## src/rtl/adc_scan_sequencer_pkg.sv

```systemverilog
// Shared definitions for the ADC scan sequencer.
//   ADC_BITS : width of the ADC controller result bus (B)
//   state_t  : sequencer FSM encoding (S_IDLE is the all-zero reset state)
//   clog2    : ceiling log2, used for the mux select and timer widths
package adc_scan_sequencer_pkg;

  localparam int ADC_BITS = 6;

  typedef enum logic [2:0] {
    S_IDLE      = 3'd0,
    S_SETTLE    = 3'd1,
    S_START     = 3'd2,
    S_WAIT_LOW  = 3'd3,
    S_WAIT_HIGH = 3'd4,
    S_ACCUM     = 3'd5,
    S_EMIT      = 3'd6,
    S_DONE      = 3'd7
  } state_t;

  function automatic int clog2(input int value);
    int r;
    r = 0;
    for (int i = 0; i < 31; i++) begin
      if ((1 << i) < value) r = i + 1;
    end
    return r;
  endfunction

endpackage

```

## src/rtl/adc_timeout_counter.sv

```systemverilog
// Loadable down-counter used for both mux settling and datardy timeouts.
//   Clock, Reset : clock, async active-high reset (count -> 0)
//   load         : load load_value this cycle (takes priority over enable)
//   load_value   : value loaded; the counter expires load_value+1 cycles later
//   enable       : decrement while nonzero
//   expired      : count is zero
module adc_timeout_counter #(
  parameter int W = 8
) (
  input  logic         Clock,
  input  logic         Reset,
  input  logic         load,
  input  logic [W-1:0] load_value,
  input  logic         enable,
  output logic         expired
);

  logic [W-1:0] count;

  always_ff @(posedge Clock or posedge Reset) begin
    if (Reset) begin
      count <= '0;
    end else if (load) begin
      count <= load_value;
    end else if (enable && (count != '0)) begin
      count <= count - 1'b1;
    end
  end

  assign expired = (count == '0);

endmodule

```

## src/rtl/adc_scan_sequencer.sv

```systemverilog
// Scans enabled analog mux channels, averages 2^AVG_LOG2 ADC conversions per
// channel and emits one result per channel.
//   Clock, Reset        : clock, async active-high reset
//   scan_start          : request a scan (dropped while busy)
//   continuous          : restart automatically at end of scan
//   chan_mask           : enabled channels, latched on scan acceptance
//   adc_datardy/adc_data: ADC controller ready level and result
//   adc_start           : one-cycle conversion request
//   mux_sel             : analog mux select
//   busy                : scan in progress
//   result_*            : one-cycle result strobe with channel/data/error
//   scan_done           : one-cycle end-of-scan strobe
//   timeout_sticky      : a conversion timed out since the last scan_start
//   dbg_state           : current FSM state
//
// ADC handshake: adc_start is a single-cycle request. The controller's
// adc_datardy may still be high from the previous conversion, so the sequencer
// first waits for it to go low, then for it to rise; adc_data is sampled on the
// first cycle adc_datardy is seen high. Each wait is bounded by TIMEOUT_CYCLES.
// All outputs are registered.
module adc_scan_sequencer
  import adc_scan_sequencer_pkg::*;
#(
  parameter int NUM_CH         = 4,
  parameter int SETTLE_CYCLES  = 8,
  parameter int AVG_LOG2       = 2,
  parameter int TIMEOUT_CYCLES = 255,
  localparam int CW            = clog2(NUM_CH)
) (
  input  logic                Clock,
  input  logic                Reset,
  input  logic                scan_start,
  input  logic                continuous,
  input  logic [NUM_CH-1:0]   chan_mask,
  input  logic                adc_datardy,
  input  logic [ADC_BITS-1:0] adc_data,
  output logic                adc_start,
  output logic [CW-1:0]       mux_sel,
  output logic                busy,
  output logic                result_valid,
  output logic [CW-1:0]       result_chan,
  output logic [ADC_BITS-1:0] result_data,
  output logic                result_err,
  output logic                scan_done,
  output logic                timeout_sticky,
  output state_t              dbg_state
);

  localparam int TMAX  = (SETTLE_CYCLES > TIMEOUT_CYCLES) ? SETTLE_CYCLES : TIMEOUT_CYCLES;
  localparam int TW    = clog2(TMAX + 1);
  localparam int AW    = ADC_BITS + AVG_LOG2;
  localparam int NW    = AVG_LOG2 + 1;
  localparam logic [TW-1:0] SETTLE_LOAD  = TW'(SETTLE_CYCLES - 1);
  localparam logic [TW-1:0] TIMEOUT_LOAD = TW'(TIMEOUT_CYCLES - 1);
  localparam logic [NW-1:0] NUM_SAMPLES  = NW'(1 << AVG_LOG2);

  state_t state, state_n;

  logic [NUM_CH-1:0]   mask_q;
  logic [AW-1:0]       acc;
  logic [AW-1:0]       acc_sum;
  logic [NW-1:0]       cnt;
  logic [NW-1:0]       cnt_n;
  logic [ADC_BITS-1:0] sample;
  logic                err_q;

  logic          tmr_load;
  logic [TW-1:0] tmr_load_val;
  logic          tmr_en;
  logic          tmr_expired;

  logic          accept_start;
  logic          relatch;
  logic          capture;
  logic          timeout;
  logic [CW:0]   first_ch;
  logic [CW:0]   next_ch;

  // {hit, index} of the lowest set mask bit at or above 'from'.
  function automatic logic [CW:0] find_next(input logic [NUM_CH-1:0] m, input int from);
    logic [CW:0] r;
    r = '0;
    for (int i = NUM_CH - 1; i >= 0; i--) begin
      if (m[i] && (i >= from)) r = {1'b1, CW'(i)};
    end
    return r;
  endfunction

  assign first_ch  = find_next(chan_mask, 0);
  assign next_ch   = find_next(mask_q, int'(mux_sel) + 1);
  assign acc_sum   = acc + AW'(sample);
  assign cnt_n     = cnt + 1'b1;
  assign dbg_state = state;

  adc_timeout_counter #(.W(TW)) u_timer (
    .Clock      (Clock),
    .Reset      (Reset),
    .load       (tmr_load),
    .load_value (tmr_load_val),
    .enable     (tmr_en),
    .expired    (tmr_expired)
  );

  always_ff @(posedge Clock or posedge Reset) begin
    if (Reset) state <= S_IDLE;
    else       state <= state_n;
  end

  always_comb begin
    state_n      = state;
    tmr_en       = 1'b0;
    accept_start = 1'b0;
    relatch      = 1'b0;
    capture      = 1'b0;
    timeout      = 1'b0;
    case (state)
      S_IDLE: begin
        if (scan_start) begin
          accept_start = 1'b1;
          state_n      = first_ch[CW] ? S_SETTLE : S_DONE;
        end
      end
      S_SETTLE: begin
        tmr_en = 1'b1;
        if (tmr_expired) state_n = S_START;
      end
      S_START: state_n = S_WAIT_LOW;
      S_WAIT_LOW: begin
        tmr_en = 1'b1;
        if (!adc_datardy) begin
          state_n = S_WAIT_HIGH;
        end else if (tmr_expired) begin
          timeout = 1'b1;
          state_n = S_ACCUM;
        end
      end
      S_WAIT_HIGH: begin
        tmr_en = 1'b1;
        if (adc_datardy) begin
          capture = 1'b1;
          state_n = S_ACCUM;
        end else if (tmr_expired) begin
          timeout = 1'b1;
          state_n = S_ACCUM;
        end
      end
      S_ACCUM: state_n = (cnt_n < NUM_SAMPLES) ? S_START : S_EMIT;
      S_EMIT:  state_n = next_ch[CW] ? S_SETTLE : S_DONE;
      S_DONE: begin
        if (continuous) begin
          relatch = 1'b1;
          state_n = first_ch[CW] ? S_SETTLE : S_DONE;
        end else begin
          state_n = S_IDLE;
        end
      end
      default: state_n = S_IDLE;
    endcase
    // The shared timer restarts on entry to every timed state.
    tmr_load     = (state_n != state) &&
                   ((state_n == S_SETTLE) || (state_n == S_WAIT_LOW) || (state_n == S_WAIT_HIGH));
    tmr_load_val = (state_n == S_SETTLE) ? SETTLE_LOAD : TIMEOUT_LOAD;
  end

  always_ff @(posedge Clock or posedge Reset) begin
    if (Reset) begin
      adc_start      <= 1'b0;
      busy           <= 1'b0;
      result_valid   <= 1'b0;
      scan_done      <= 1'b0;
      mux_sel        <= '0;
      mask_q         <= '0;
      timeout_sticky <= 1'b0;
      sample         <= '0;
      err_q          <= 1'b0;
      acc            <= '0;
      cnt            <= '0;
      result_chan    <= '0;
      result_data    <= '0;
      result_err     <= 1'b0;
    end else begin
      // Strobes are decoded from the next state so they line up with it.
      adc_start    <= (state_n == S_START);
      busy         <= (state_n != S_IDLE);
      result_valid <= (state_n == S_EMIT);
      scan_done    <= (state_n == S_DONE);

      if (accept_start || relatch) begin
        mask_q <= chan_mask;
        if (first_ch[CW]) mux_sel <= first_ch[CW-1:0];
      end
      if (state == S_EMIT && next_ch[CW]) mux_sel <= next_ch[CW-1:0];

      if (accept_start)  timeout_sticky <= 1'b0;
      else if (timeout)  timeout_sticky <= 1'b1;

      if (capture) sample <= adc_data;
      if (timeout) begin
        sample <= '0;
        err_q  <= 1'b1;
      end

      if (state == S_ACCUM) begin
        acc <= acc_sum;
        cnt <= cnt_n;
        if (cnt_n >= NUM_SAMPLES) begin
          result_data <= ADC_BITS'(acc_sum >> AVG_LOG2);
          result_chan <= mux_sel;
          result_err  <= err_q;
        end
      end

      if (state == S_EMIT) begin
        acc   <= '0;
        cnt   <= '0;
        err_q <= 1'b0;
      end
    end
  end

endmodule

```

## config.mk

```make
export PLATFORM = sky130hd
export DESIGN_NAME = adc_scan_sequencer
export DESIGN_NICKNAME = d
export VERILOG_FILES = /design/src/rtl/adc_scan_sequencer_pkg.sv /design/src/rtl/adc_timeout_counter.sv /design/src/rtl/adc_scan_sequencer.sv
export SDC_FILE = /design/constraint.sdc
export NUM_CORES = 1
export LEC_CHECK = 0
export CORE_UTILIZATION = 35
export DETAILED_ROUTE_END_ITERATION = 6
export PLACE_DENSITY = 0.53
export SLEW_MARGIN = 10
export SYNTH_ARGS = -nofsm -noshare
export SYNTH_HDL_FRONTEND = slang
export SYNTH_HIERARCHICAL = 1
export SYNTH_SLANG_ARGS = --single-unit
```

## constraint.sdc

```tcl
create_clock -name Clock -period 3.26 [get_ports Clock]
set_input_delay 0.326 -clock Clock [delete_from_list [all_inputs] [get_ports Clock]]
set_output_delay 0.326 -clock Clock [all_outputs]
set_load 0.02 [all_outputs]
```

==> results.ini, run 1 <==
[run_status]
run_status=finished clean

[critical_path]
crit_type=flip-flop to flip-flop
worstSetupEndpointType=flip-flop
required_ns=3.46
cp-start-kind=flip-flop
cp_max_fo=16
cp.arrival_ns=3.11

[synthesis]
post-synth-top-area-cell=dfrtp_1
synthTopCellsByArea=dfrtp_1 (43%), nand2_1 (5.3%), ha_1 (4.0%)
netlist.area_leader.share_pct=42.55
syn_inst=286
synth-edff-count=0
avgSynthCellArea_um2=9.870
synth_cell_type_count=66
mappedNetlistArea_um2=2823
ys.flop_type=dfrtp_1
async_flop_share_pct=100.0
yosysWarningCount=6
ys_seq_elements=48
ys_seq_area_share_pct=42.55

[final_layout]
layout_commonest_cell=dfrtp_1
fill_cells=787
instances_no_fill=426
utilization_pct=43.27
fin_nets=348
final_cell_mix=dfrtp_1 (48), nand2_1 (40), clkdlybuf4s50_1 (33), nor2_1 (20), o21ai_0 (15)
layout-drive-gt1-share_pct=11.73
area_growth_pct=19.06
num_antenna_cells=0

[route]
antenna_left=0
wl_met2_mm=2.801
wl_mm=5.985
wire_per_inst_um=14.05
dr_wl_met3_um=203
first_pass_iters=4
drt_iter0_markers=96
wl_met1_mm=2.901
vias=2179
maxUsedRoutingLayer=met4
post_drt_via_cell_ratio=5.115
drc=0

[sta]
fin_tns_setup_ns=0
finalWorstSetupSlack_ns=0.3504
fin_crit_ns=2.910
finalCritPeriodShare_pct=89.25
fmax_ghz=0.3437
drv_slew=0
fin_skew_ns=0.01590
hold_viol=0
rsz0062_at_grt=no
worst_pin_slew_ns=0.6299
setup_violations=0
maxSlewHeadroom_pct=57.72

[power_and_ir_drop]
clkPwrFrac_pct=10.6
p_comb_share_pct=58.9
ir_drop_v=0.0004044
leakage_nw=1.437
cellPowerDensity_nw_per_um2=1081
power_switching_mw=1.624
intPower_mw=2.007
switching_share_pct=44.72
seqPwrFrac_pct=30.4

[floorplan]
initial_core_util_pct=36.34
fp.dieH_um=91.81
die_w_um=91.81
ios=34
die-area_um2=8428
core_um2=7767
rows=32

[clock_tree]
cts_buffer_depth=2
cts.htree.levels=2
cts-root-buf=clkbuf_8
cts_buffers=5
post_cts_resized=0
clk_pin_slew_worst_paths_ns=0.09
clock_sinks=48
postCtsSetupRepairBufs=0
clock_latency_ns=0.31
cts_tree=built
ctsHoldBuffers=0

[flow_run]
cap_violations=0

[global_routing]
grt_antenna_before_repair=0
grt.overflow.total=0
grt_max_degree=33
grt_pass1_vias=2118
grt_pass1_wl_mm=10.14
grt_usage_pct=15.08

[place]
dp_cells=418
dp_hpwl_mm=4.398
numPortBuffers=33
finalWeightedCongestion=0.8056
place_ws_ns=0.3711

[hold_path]
hp-class=input port to asynchronous set/reset pin

## routing by layer
layer	global-route usage, %	vias to the layer above
li1	-	1089
met1	19.36	1046
met2	25.44	37
met3	2.902	7
met4	5.078	0
met5	0	-
## worst max-delay path: stages, from the launching register on
cell,delay (ns)
dfrtp_1,0.39
inv_1,0.12
ha_1,0.19
or4b_4,0.49
nor2_1,0.32
nor2b_1,0.11
nor3_1,0.28
nor4_4,0.09
xor2_1,0.20
o32ai_2,0.10
buf_4,0.20
o41ai_1,0.32
## cell usage after synthesis (all sizes together) (4+ instances only)
| cell | count |
|---|---|
| buf | 8 |
| nor2 | 20 |
| nand2b | 6 |
| a21o | 4 |
| xnor2 | 6 |
| ha | 9 |
| o21ai | 20 |
| or3 | 4 |
| xor2 | 6 |
| nor2b | 4 |
| inv | 14 |
| mux2i | 7 |
| nor3 | 6 |
| a22o | 12 |
| nand3 | 5 |
| nand2 | 41 |
| a21oi | 16 |
| dfrtp | 48 |
| mux2 | 4 |
## power groups by stage
stage	logic [mW]	clock network [mW]	registers [mW]
2_1_floorplan	1.52	0	1.19
3_5_place_dp	2.14	0	1.12
6_report	2.14	0.386	1.10
4_1_cts	2.16	0.409	1.11
5_1_grt	2.38	0.427	1.14
3_3_place_gp	2.13	0	1.12
## kinds of logic after synthesis
group | Yosys count | share of synthesized area, %
xor gates and xnor gates | 12 | 3.723
muxes | 11 | 4.078
buffers and inverters | 25 | 4.698
and+or+nand+nor | 104 | 20.04
adders and majority gates | 10 | 4.699
other | 1 | 0.1329
AOI/OAI and AO/OA | 75 | 20.08
DFF | 48 | 42.55
## area by class of cell
cell class	instances	area [um2]	share of cell area, %
multi-input cells	214	1493	44.42
flip-flops and latches	48	1201	35.74
repair buffers	40	382.9	11.39
well taps	102	127.6	3.797
clock buffers	6	82.58	2.457
inverters	14	60.06	1.787
clock inverters	2	13.76	0.4095
## metrics by stage
step	power, mW	area [um2]	hold slack [ns]
4_1_cts	3.671	3361	0.3053
2_1_floorplan	2.711	2826	0.1417
6_report	3.631	3361	0.3056
3_5_place_dp	3.260	3264	0.4694
5_1_grt	3.947	3361	0.3274
3_3_place_gp	3.244	3264	0.4628
## sequential cells by signal (all words and copies together) (netlist names), 3 cells and up
signal,count
u_timer/count,8
result_data,6
sample,6
acc,8
cnt,3
dbg_state,3
mask_q,3
## final timing paths
path,end,slack [ns],depth (start not counted),from
setup / recovery,u_timer/count[3],0.35,11,u_timer/count[0]
min in group Clock,result_chan[0],0.49,2,result_chan[0]
hold reg to reg,result_chan[0],0.49,2,result_chan[0]
hold / removal,u_timer/count[4],0.31,2,Reset
max in group asynchronous,busy,2.28,3,Reset
setup reg to reg,u_timer/count[3],0.35,11,u_timer/count[0]
Power figures use the tool's default switching activity.
==> run 2: changes to the inputs <==
CELL_PAD_IN_SITES_DETAIL_PLACEMENT = 1   (was default)
CELL_PAD_IN_SITES_GLOBAL_PLACEMENT = 1   (was default)
PLACE_DENSITY = 0.66   (was 0.53)
==> results.ini, run 2 (same netlist as run 1, synthesis figures left out) <==
[sta]
fin_skew_ns=0.009366  ; -0.006533 ns
rsz0062_at_grt=no
fin_tns_setup_ns=0  ; unchanged
worst_pin_slew_ns=0.6258  ; -0.004163 ns
maxSlewHeadroom_pct=57.69  ; about the same
hold_viol=0  ; unchanged
fmax_ghz=0.3429  ; -0.23%
fin_crit_ns=2.916  ; +0.006564 ns
setup_violations=0  ; unchanged
finalWorstSetupSlack_ns=0.3439  ; -0.006564 ns
finalCritPeriodShare_pct=89.45  ; +0.20 points
drv_slew=0  ; unchanged

[clock_tree]
cts_buffer_depth=2  ; unchanged
clk_pin_slew_worst_paths_ns=0.08  ; about the same
cts_buffers=5  ; unchanged
clock_latency_ns=0.30  ; about the same
cts-root-buf=clkbuf_8
post_cts_resized=0  ; unchanged
postCtsSetupRepairBufs=0  ; unchanged
clock_sinks=48  ; unchanged
cts.htree.levels=2  ; unchanged
cts_tree=built
ctsHoldBuffers=0  ; unchanged

[final_layout]
num_antenna_cells=0  ; unchanged
final_cell_mix=dfrtp_1 (48), nand2_1 (40), clkdlybuf4s50_1 (33), nor2_1 (20), o21ai_0 (15)
layout_commonest_cell=dfrtp_1
fin_nets=347  ; -0.29%
layout-drive-gt1-share_pct=11.18  ; -0.55 points
area_growth_pct=18.62
top_regs=acc: 8 flops, u_timer/count: 8 flops

[critical_path]
r2r_start=u_timer/count[0]
cp_max_fo=16  ; unchanged
crit_type=flip-flop to flip-flop
cp-start-kind=flip-flop
timing.reg2reg.setup_slack_ns=0.34  ; about the same
worstSetupEndpointType=flip-flop
cp.arrival_ns=3.11  ; about the same
required_ns=3.45  ; about the same
worstRegToRegCells=11  ; unchanged
setup.worst_path.end=u_timer/count[3]
timing.rr.end=u_timer/count[3]
crit_start=u_timer/count[0]

[floorplan]
initial_core_util_pct=36.34  ; unchanged
ios=34  ; unchanged
die-area_um2=8428  ; unchanged
core_um2=7767  ; unchanged
rows=32  ; unchanged
fp.dieH_um=91.81  ; unchanged
die_w_um=91.81  ; unchanged

[route]
first_pass_iters=4  ; unchanged
drt_iter0_markers=87  ; -9.4%
wl_mm=6.506  ; +8.7%
drc=0  ; unchanged
antenna_left=0  ; unchanged
post_drt_via_cell_ratio=5.189  ; +1.4%
wire_per_inst_um=15.34  ; +9.2%
vias=2200  ; +0.96%

[power_and_ir_drop]
p_comb_share_pct=59.1  ; +0.2 points
intPower_mw=2.003  ; -0.22%
power.total_mw=3.658  ; +0.74%
power_switching_mw=1.655  ; +1.9%
cellPowerDensity_nw_per_um2=1093  ; +1.1%
clkPwrFrac_pct=10.2  ; -0.4 points
switching_share_pct=45.25  ; +0.53 points
ir_drop_v=0.0004685  ; +16%
seqPwrFrac_pct=30.8  ; +0.4 points
leakage_nw=1.428  ; -0.64%

[global_routing]
grt_pass1_wl_mm=11.35  ; +12%
grt_max_degree=41  ; +24%
grt_antenna_before_repair=0  ; unchanged
grt_pass1_vias=2268  ; +7.1%
grt_usage_pct=17.09  ; +2.0 points
grt.overflow.total=0  ; unchanged

[place]
finalWeightedCongestion=0.7684  ; -4.6%
dp_hpwl_mm=4.798  ; +9.1%
place_ws_ns=0.3156  ; -0.05551 ns
numPortBuffers=33  ; unchanged

[flow_run]
cap_violations=0  ; unchanged

[hold_path]
hp-class=input port to asynchronous set/reset pin

[run_status]
run_status=finished clean

-- run 2: cell types whose count changed in the layout (fill, tap and decap cells not counted) --
| cell | previous run | this run |
|---|---|---|
| inv_6 | 1 | 0 |
| buf_4 | 7 | 6 |
| clkinv_4 | 0 | 1 |
| clkinv_2 | 1 | 0 |
-- run 2: worst min-delay path by stage --
stage,end,cells past startpoint,slack (ns)
final,u_timer/count[6],2,0.30
after global routing,u_timer/count[2],2,0.35
after CTS,u_timer/count[6],2,0.30
after detailed placement,result_data[2],2,0.46
after global placement,result_chan[0],2,0.46
after floorplan,u_timer/count[0],1,0.14
-- run 2: layout make-up --
cell class	instances	area [um2]
repair buffers	39	375.4
well taps	102	127.6
multi-input cells	214	1493
clock buffers	6	82.58
inverters	14	60.06
flip-flops and latches	48	1201
clock inverters	1	8.758
fillers	909	4419
-- run 2: metal layers --
layer  vias to the layer above  global-route usage (%)  wire length, um
li1                       1082                       -                -
met1                      1083                   23.82             3280
met2                        30                   27.32             2962
met3                         5                   2.985              190
met4                         0                   4.688               72
met5                         -                       0                0
-- run 2: through the flow --
stage               area, um2  std cells  hold WS (ns)  util, %
floorplan                2826        287        0.1417        -
global placement         3257        417        0.4586    41.93
detailed placement       3257        417        0.4641    41.93
CTS                      3348        424        0.3029    43.11
global route             3348        424        0.3496    43.11
finish                   3348        424        0.3033    43.11
-- run 2: worst max-delay path, cell delays in order (launching register included) --
cell and delay [ns]:
dfrtp_1 0.38, inv_1 0.11, ha_1 0.18, or4b_4 0.49, nor2_1 0.31, nor2b_1 0.10, nor3_1 0.30, nor4_4 0.09
xor2_1 0.21, o32ai_2 0.11, buf_4 0.20, o41ai_1 0.33
-- run 2: power by group through the flow --
stage / clock network [mW] / registers [mW] / logic (mW)
2_1_floorplan: 0 / 1.19 / 1.52
3_3_place_gp: 0 / 1.13 / 2.12
3_5_place_dp: 0 / 1.14 / 2.18
4_1_cts: 0.394 / 1.13 / 2.19
5_1_grt: 0.410 / 1.16 / 2.43
6_report: 0.372 / 1.13 / 2.16
==> run 3: changes to the inputs <==
clock period = 3.7 ns   (was 3.26 ns; I/O delays follow)
==> results.ini, run 3 (same netlist as run 1, synthesis figures left out) <==
[route]
post_drt_via_cell_ratio=5.140  ; -0.94%
dr_wl_met3_um=169  ; -11%
drc=0  ; unchanged
antenna_left=0  ; unchanged
wl_met1_mm=3.210  ; -2.1%
wl_mm=6.485  ; -0.32%
vias=2169  ; -1.4%
maxUsedRoutingLayer=met4
wire_per_inst_um=15.37  ; +0.15%
first_pass_iters=4  ; unchanged
wl_met2_mm=2.985  ; +0.78%
drt_iter0_markers=45  ; -48%

[critical_path]
path_cells=inv_1 > ha_1 > or4b_4 > nor2_1 > or3_1 > a21oi_2 > o21bai_4 > inv_2 > o32ai_2 > nor2b_1 > a22oi_1 > o41ai_1
cp-start-kind=flip-flop
crit_type=flip-flop to flip-flop
slowest_delay_ns=0.74  ; +0.25 ns
timing.reg2reg.setup_slack_ns=0.43  ; +0.08 ns
required_ns=3.86  ; +0.41 ns
cp.arrival_ns=3.43  ; +0.32 ns
cp_top_family=compound AO/OA/AOI/OAI gates
slowest_stage=o32ai_2
worst-path-buf-inv=2  ; unchanged
cp_max_fo=17  ; +1
worstSetupEndpointType=flip-flop

[global_routing]
grt_pass1_vias=2284  ; +0.71%
grt_usage_pct=17.02  ; -0.071 points
grt_antenna_before_repair=0  ; unchanged
grt_max_degree=41  ; unchanged
grt_pass1_wl_mm=11.23  ; -1.1%
grt.overflow.total=0  ; unchanged

[final_layout]
stdcell_area_um2=3333  ; -0.45%
layout-drive-gt1-share_pct=10.63  ; -0.56 points
top_regs=acc: 8 flops, u_timer/count: 8 flops
layout_commonest_cell=dfrtp_1
final_cell_mix=dfrtp_1 (48), nand2_1 (40), clkdlybuf4s50_1 (33), nor2_1 (20), o21ai_0 (15)
area_growth_pct=18.09
utilization_pct=42.91  ; -0.19 points
instances_no_fill=422  ; -0.47%
fill_cells=899  ; -1.1%
num_antenna_cells=0  ; unchanged
fin_nets=345  ; -0.58%

[floorplan]
core_um2=7767  ; unchanged
rows=32  ; unchanged
die-area_um2=8428  ; unchanged
fp.dieH_um=91.81  ; unchanged
initial_core_util_pct=36.34  ; unchanged
ios=34  ; unchanged
die_w_um=91.81  ; unchanged

[sta]
finalCritPeriodShare_pct=88.50  ; -0.95 points
hold_viol=0  ; unchanged
fin_crit_ns=3.274  ; +0.3584 ns
fin_skew_ns=0.008781  ; -0.0005847 ns
maxSlewHeadroom_pct=44.23  ; -13 points
worst_pin_slew_ns=0.8366  ; +0.2109 ns
fmax_ghz=0.3054  ; -11%
rsz0062_at_grt=no
fin_tns_setup_ns=0  ; unchanged
setup_violations=0  ; unchanged
finalHoldWorstSlack_ns=0.3387  ; +0.03541 ns
drv_slew=0  ; unchanged

[flow_run]
cap_violations=0  ; unchanged

[power_and_ir_drop]
cellPowerDensity_nw_per_um2=959.6  ; -12%
ir_drop_v=0.0004504  ; -3.9%
leakage_nw=1.417  ; -0.81%

[clock_tree]
cts-root-buf=clkbuf_8
ctsHoldBuffers=0  ; unchanged
cts.htree.levels=2  ; unchanged
cts_buffers=5  ; unchanged
clock_sinks=48  ; unchanged
cts_buffer_depth=2  ; unchanged
clk_pin_slew_worst_paths_ns=0.08  ; about the same
cts_tree=built
clock_latency_ns=0.30  ; about the same
postCtsSetupRepairBufs=0  ; unchanged
post_cts_resized=0  ; unchanged

[place]
placed_area_um2=3242  ; -0.46%
dp_hpwl_mm=4.767  ; -0.64%
numPortBuffers=33  ; unchanged
finalWeightedCongestion=0.7736  ; +0.68%
dp_cells=415  ; -0.48%

[hold_path]
hp-class=input port to asynchronous set/reset pin

[run_status]
run_status=finished clean

[run 3: metal layers]
| layer | vias to the layer above | global-route usage, % |
|---|---|---|
| li1 | 1079 | - |
| met5 | - | 0 |
| met3 | 11 | 3.151 |
| met1 | 1048 | 22.85 |
| met4 | 0 | 5.990 |
| met2 | 31 | 27.51 |
[run 3: final cells by class]
class | count | area [um2] | share of cell area, %
clock buffers | 6 | 82.58 | 2.477
clock inverters | 1 | 8.758 | 0.2628
inverters | 14 | 60.06 | 1.802
multi-input cells | 214 | 1493 | 44.78
flip-flops and latches | 48 | 1201 | 36.04
well taps | 102 | 127.6 | 3.829
repair buffers | 37 | 360.3 | 10.81
[run 3: power by group]
group	internal, mW	switching, mW
sequential	0.774	0.257
combinational	0.825	1.02
clock	0.149	0.176
[run 3: path summary, 6_finish.rpt]
check,startpoint,endpoint,cells past startpoint
worst max-delay path,u_timer/count[0],u_timer/count[3],12
worst min-delay path,Reset,u_timer/count[6],2
worst max register to register,u_timer/count[0],u_timer/count[3],12
worst min register to register,result_err,result_err,2
max in group asynchronous,Reset,adc_start,3
min in group Clock,result_err,result_err,2
[run 3: metrics by stage]
stage	setup slack (ns)	power, mW
floorplan	1.015	2.388
global placement	0.5250	2.844
detailed placement	0.4197	2.897
CTS	0.4081	3.244
global route	0.07914	3.507
finish	0.4255	3.198
